[src/rtl/norm_unit_pkg.sv]
// Shared ALU definitions for the normalizer.
// FSM encoding and operand-format selectors.
package norm_unit_pkg;

  typedef enum logic [1:0] {
    NORM_IDLE,
    NORM_SEARCH,
    NORM_DONE
  } norm_state_t;

  localparam logic NORM_TC_UNSIGNED = 1'b0;
  localparam logic NORM_TC_SIGNED   = 1'b1;

endpackage

[src/rtl/norm_stage.sv]
// One binary-search step of the normalizer.
// Tests the top 2^k bits (2^k+1 in signed mode) and offers the shifted word.
module norm_stage
  import norm_unit_pkg::*;
#(
  parameter int DATA_WIDTH = 32,
  parameter int LOG2W      = $clog2(DATA_WIDTH),
  parameter int KW         = (LOG2W > 1) ? $clog2(LOG2W) : 1
) (
  input  logic [DATA_WIDTH-1:0] work,
  input  logic [KW-1:0]         k,
  input  logic                  tc,
  output logic                  hit,
  output logic [DATA_WIDTH-1:0] shifted
);

  logic [DATA_WIDTH-1:0] probe;

  // Adjacent-bit XOR turns "top 2^k+1 bits equal" into "top 2^k bits zero".
  always_comb begin
    probe   = (tc == NORM_TC_SIGNED) ? (work ^ (work << 1)) : work;
    hit     = 1'b0;
    shifted = work;
    for (int j = 0; j < LOG2W; j++) begin
      if (k == KW'(j)) begin
        hit     = (probe >> (DATA_WIDTH - (1 << j))) == '0;
        shifted = work << (1 << j);
      end
    end
  end

endmodule

[src/rtl/norm_unit.sv]
// Iterative CLZ/CLS normalizer: returns shift amount and normalized operand.
// Fixed-latency binary search, one stage per cycle, one operand in flight.
module norm_unit
  import norm_unit_pkg::*;
#(
  parameter int DATA_WIDTH = 32
) (
  input  logic                         module_clk_i,
  input  logic                         module_rst_i,
  input  logic                         valid_i,
  output logic                         ready_o,
  input  logic                         data_tc_i,
  input  logic [DATA_WIDTH-1:0]        a_i,
  output logic                         valid_o,
  input  logic                         ready_i,
  output logic [DATA_WIDTH-1:0]        result_o,
  output logic [$clog2(DATA_WIDTH):0]  shamt_o,
  output logic                         zero_o
);

  localparam int LOG2W = $clog2(DATA_WIDTH);
  localparam int KW    = (LOG2W > 1) ? $clog2(LOG2W) : 1;
  localparam int SW    = LOG2W + 1;

  norm_state_t state_q, state_d;

  logic [DATA_WIDTH-1:0] work_q;
  logic [SW-1:0]         count_q;
  logic [KW-1:0]         k_q;
  logic                  tc_q;
  logic                  zero_q;

  logic [DATA_WIDTH-1:0] res_q;
  logic [SW-1:0]         shamt_q;
  logic                  zflag_q;

  logic                  hit;
  logic [DATA_WIDTH-1:0] shifted;
  logic [DATA_WIDTH-1:0] work_nx;
  logic [SW-1:0]         count_nx;

  norm_stage #(
    .DATA_WIDTH (DATA_WIDTH),
    .LOG2W      (LOG2W),
    .KW         (KW)
  ) u_stage (
    .work    (work_q),
    .k       (k_q),
    .tc      (tc_q),
    .hit     (hit),
    .shifted (shifted)
  );

  always_comb begin
    work_nx  = hit ? shifted : work_q;
    count_nx = hit ? (count_q + (SW'(1) << k_q)) : count_q;
  end

  always_comb begin
    state_d = state_q;
    unique case (state_q)
      NORM_IDLE:   if (valid_i) state_d = NORM_SEARCH;
      NORM_SEARCH: if (k_q == '0) state_d = NORM_DONE;
      NORM_DONE:   if (ready_i) state_d = NORM_IDLE;
      default:     state_d = NORM_IDLE;
    endcase
  end

  always_ff @(posedge module_clk_i) begin
    if (module_rst_i) begin
      state_q <= NORM_IDLE;
    end else begin
      state_q <= state_d;
    end
  end

  always_ff @(posedge module_clk_i) begin
    if (module_rst_i) begin
      work_q  <= '0;
      count_q <= '0;
      k_q     <= '0;
      tc_q    <= NORM_TC_UNSIGNED;
      zero_q  <= 1'b0;
      res_q   <= '0;
      shamt_q <= '0;
      zflag_q <= 1'b0;
    end else begin
      unique case (state_q)
        NORM_IDLE: begin
          if (valid_i) begin
            work_q  <= a_i;
            tc_q    <= data_tc_i;
            count_q <= '0;
            k_q     <= KW'(LOG2W - 1);
            zero_q  <= (a_i == '0);
          end
        end
        NORM_SEARCH: begin
          work_q  <= work_nx;
          count_q <= count_nx;
          k_q     <= k_q - 1'b1;
          if (k_q == '0) begin
            res_q   <= work_nx;
            zflag_q <= zero_q;
            // The search tops out at W-1; a zero unsigned word means W.
            shamt_q <= (zero_q && tc_q == NORM_TC_UNSIGNED)
                       ? SW'(DATA_WIDTH) : count_nx;
          end
        end
        default: ;
      endcase
    end
  end

  assign ready_o  = (state_q == NORM_IDLE);
  assign valid_o  = (state_q == NORM_DONE);
  assign result_o = res_q;
  assign shamt_o  = shamt_q;
  assign zero_o   = zflag_q;

endmodule

[config.mk]
export PLATFORM = sky130hd
export DESIGN_NAME = norm_unit
export DESIGN_NICKNAME = d
export VERILOG_FILES = /design/src/rtl/norm_unit_pkg.sv /design/src/rtl/norm_stage.sv /design/src/rtl/norm_unit.sv
export SDC_FILE = /design/constraint.sdc
export NUM_CORES = 1
export LEC_CHECK = 0
export BUFFER_PORTS_ARGS = -buffer_cell sky130_fd_sc_hd__buf_2
export CAP_MARGIN = 40
export CORE_MARGIN = 2
export CORE_UTILIZATION = 45
export CTS_CLUSTER_SIZE = 30
export DETAILED_ROUTE_END_ITERATION = 12
export GPL_TIMING_DRIVEN = 0
export PLACE_DENSITY_LB_ADDON = 0.1
export SLEW_MARGIN = 10
export SYNTH_ARGS = -nofsm -noshare
export SYNTH_HDL_FRONTEND = slang
export SYNTH_SLANG_ARGS = --single-unit
[constraint.sdc]
create_clock -name module_clk_i -period 3.6 [get_ports module_clk_i]
set_input_delay 0.72 -clock module_clk_i [delete_from_list [all_inputs] [get_ports module_clk_i]]
set_output_delay 0.72 -clock module_clk_i [all_outputs]
set_load 0.005 [all_outputs]
==> impl_metrics.py <==
metrics = {
    "outcome": {
        "status": "finished, final reports clean",
    },
    "setup_path": {
        "crit_slowest_cell": "dfxtp_1",
        "reg2reg_slack_ns": 0.29,
        "cp.arrival_ns": 3.58,
        "critPathMaxFanout": 9,
        "path_class": "reg -> reg",
        "regToRegStartpoint": "k_q[0]",
        "critPathLaunchType": "register",
        "slowest_delay_ns": 0.42,
        "crit_required_ns": 3.87,
        "path_buf_inv": 4,
        "reg2reg_depth": 13,
        "path_cells": "inv_1 -> ha_1 -> buf_4 -> nand2b_1 -> clkbuf_1 -> inv_1 -> ha_1 -> a211o_1 -> a2111o_1 -> o211ai_1 -> nand3_1 -> xor2_1 -> a311oi_1",
        "critPathCaptureType": "register",
        "critPathTopFamily": "compound AO/OA/AOI/OAI gates",
        "crit_path_end": "shamt_o[5]",
        "critical_path.startpoint": "k_q[0]",
        "path_depth": 13,
        "reg2reg_to": "shamt_o[5]",
    },
    "layout": {
        "final_cell_mix": "a21oi_1 (109), buf_2 (85), dfxtp_1 (84)",
        "antennaDiodeCount": 0,
        "fin_nets": 870,
        "final-seq-area_um2": 1680,
        "utilization_pct": 53.2,
        "fill_cells": 1178,
        "area_growth_pct": 16.7,
        "multi_input_area_um2": 3300,
        "layout-drive-gt1-share_pct": 15.8,
        "layout_commonest_cell": "a21oi_1",
    },
    "detailed_routing": {
        "postRouteWirelength_um": 21600,
        "ant_nets": 0,
        "drc": 0,
        "routed_via_density": 6.38,
        "wl_per_cell_um": 22.2,
        "initialDrtViolationCount": 639,
        "firstDrtPassIters": 5,
        "via_count": 6214,
    },
    "clock_tree": {
        "clk_latency_ns": 0.36,
        "clk_pin_slew_ns": 0.07,
        "cts_tree": "yes",
        "cts_made_buffers": 9,
        "clk_path_buf_depth": 2,
        "cts.sinks": 84,
        "cts_root_buf": "clkbuf_16",
        "post_cts_buffers": 0,
        "htreeDepth": 3,
        "cts_hold_buffers": 0,
        "post_cts_resize_count": 0,
    },
    "placed_design": {
        "finalWeightedCongestion": 1.01,
        "dpl.hpwl_um": 16200,
        "pre_cts_ws_ns": 0.0889,
        "port_buffers": 76,
    },
    "timing": {
        "worst_pin_slew_ns": 0.794,
        "fin_crit_sh_pct": 91.9,
        "rsz0062_at_grt": "false",
        "setup_viol": 0,
        "maxSlewHeadroom_pct": 47.1,
        "fin_ws_ns": 0.291,
        "hold_viol": 0,
        "timing.setup.tns_ns": 0,
        "layout_min_cycle_time_ns": 3.31,
        "fmax_mhz": 302,
        "finClkSkew_ns": 0.0133,
        "maxSlewViolCount": 0,
    },
    "floorplan": {
        "die-area_um2": 12900,
        "design.core.area_um2": 11900,
        "start_util_pct": 45.6,
        "die_y_um": 114,
        "ioPinCount": 78,
        "rows": 40,
        "dieWidth_um": 114,
    },
    "job": {
        "drv_cap": 0,
    },
    "synth": {
        "synthCells": 733,
        "avgSynthCellArea_um2": 7.38,
        "syn-cell-area_um2": 5410,
        "synth_edf_count": 0,
        "yosysWarnings": 0,
        "async_reset_ff_share_pct": 0,
        "synth_fp_nets": 781,
        "synth_ff_type": "dfxtp_1",
        "ys_seq_area_share_pct": 31.1,
        "yosysUniqueCellTypes": 53,
        "yosys_register_bits": 84,
    },
    "grt": {
        "antenna_found_initial": 0,
        "grt_pass1_wl_um": 33000,
        "grt_pass1_vias": 5669,
        "overflow": 0,
        "grt.total_usage_pct": 33.4,
        "grt_max_degree": 16,
    },
    "hold_path": {
        "hp-class": "reg -> reg",
    },
    "power": {
        "max-vdd-ir-drop_uv": 298,
        "powerDensity_nw_per_um2": 574,
        "p_leak_uw": 0.00250,
        "power_uw": 3620,
    },
}
-- power breakdown --
group	internal (µW)	switching [µW]
clock	615	443
sequential	1020	105
combinational	492	945
-- cell families (layout without fill, tap and decap cells) --
logic type	Yosys count	in the layout	synth area share (%)
simple gates	274	274	26.1
compound gates	250	250	28.7
buf+inv	94	188	7.82
flops	84	84	31.1
mux	16	16	2.96
fa+ha+maj	11	11	2.68
xor+xnor	4	4	0.648
-- worst min-delay path, cell delays in order (launching register included) --
cell and delay (ns):
dfxtp_1 0.32, nand2_1 0.04, o21ai_0 0.05
-- synth_stat cells, types with 2 or more instances --
library cell,count,area share (%)
nand4_1,5,0.58
a311o_1,2,0.37
a211oi_1,12,1.7
xor2_1,3,0.49
and3_1,6,0.69
nor4b_1,3,0.49
ha_1,10,2.3
a31oi_1,5,0.58
and4_1,3,0.49
o22ai_1,32,3.7
inv_2,2,0.14
o32ai_1,6,0.97
a22oi_1,10,1.4
a2111oi_0,2,0.32
or3_1,3,0.35
buf_2,9,0.83
dfxtp_1,84,31
nor2b_1,6,0.69
nand3_1,37,3.4
o31ai_1,2,0.28
a221oi_1,5,0.81
mux2i_1,16,3.0
nand4b_1,14,2.3
a21o_1,4,0.56
nand2_1,72,5.0
and2_1,2,0.23
o211ai_1,6,0.83
a31o_2,11,1.8
nor2_1,63,4.4
o21ai_0,26,2.4
nand3b_1,30,4.2
a211o_1,2,0.32
inv_1,12,0.83
a21oi_1,109,10
o311ai_0,2,0.32
buf_1,6,0.42
nand2b_1,12,1.4
clkbuf_1,52,3.6
nor4_1,12,1.4
buf_4,11,1.5
o221ai_1,6,0.97
nor3_1,5,0.46
o21a_1,3,0.42
-- worst min-delay path by stage --
stage / from / to / slack (ns) / cells past startpoint
after floorplan: zero_q / zero_o / 0.45 / 2
after global placement: shamt_o[0] / shamt_o[0] / 0.43 / 2
after detailed placement: shamt_o[0] / shamt_o[0] / 0.44 / 2
after CTS: shamt_o[0] / shamt_o[0] / 0.46 / 2
after global routing: result_o[14] / result_o[14] / 0.48 / 2
final: shamt_o[0] / shamt_o[0] / 0.45 / 2
-- final cells by class --
class | count | share of cell area, %
Tap cell | 147 | 2.91
Clock buffer | 9 | 3.57
Clock inverter | 7 | 1.57
Inverter | 14 | 0.833
Sequential cell | 84 | 26.6
Timing Repair Buffer | 78 | 6.26
Multi-Input combinational cell | 555 | 52.3
Buffer | 80 | 5.87
-- stage by stage --
stage | area [µm²] | hold slack [ns] | std cells
after floorplan | 5410 | 0.446 | 733
after detailed placement | 5970 | 0.440 | 956
after global placement | 5970 | 0.433 | 956
after global routing | 6310 | 0.478 | 974
final | 6310 | 0.451 | 974
after CTS | 6300 | 0.456 | 972
-- flip-flops by register name (all words and copies together) (netlist names) --
name / flops
count_q: 6
tc_q: 1
work_q: 32
state_q: 2
shamt_o: 6
result_o: 32
zero_q: 1
k_q: 3
zero_o: 1
-- routing by layer --
| layer | vias to the layer above | routed length, µm | GRT usage (%) |
|---|---|---|---|
| li1 | 2872 | - | - |
| met1 | 2955 | 9280 | 44.9 |
| met2 | 335 | 9890 | 53.6 |
| met3 | 52 | 1710 | 4.84 |
| met4 | 0 | 709 | 14.9 |
| met5 | - | 0 | 0 |
Note: power is estimated with default switching activity, not from simulation.
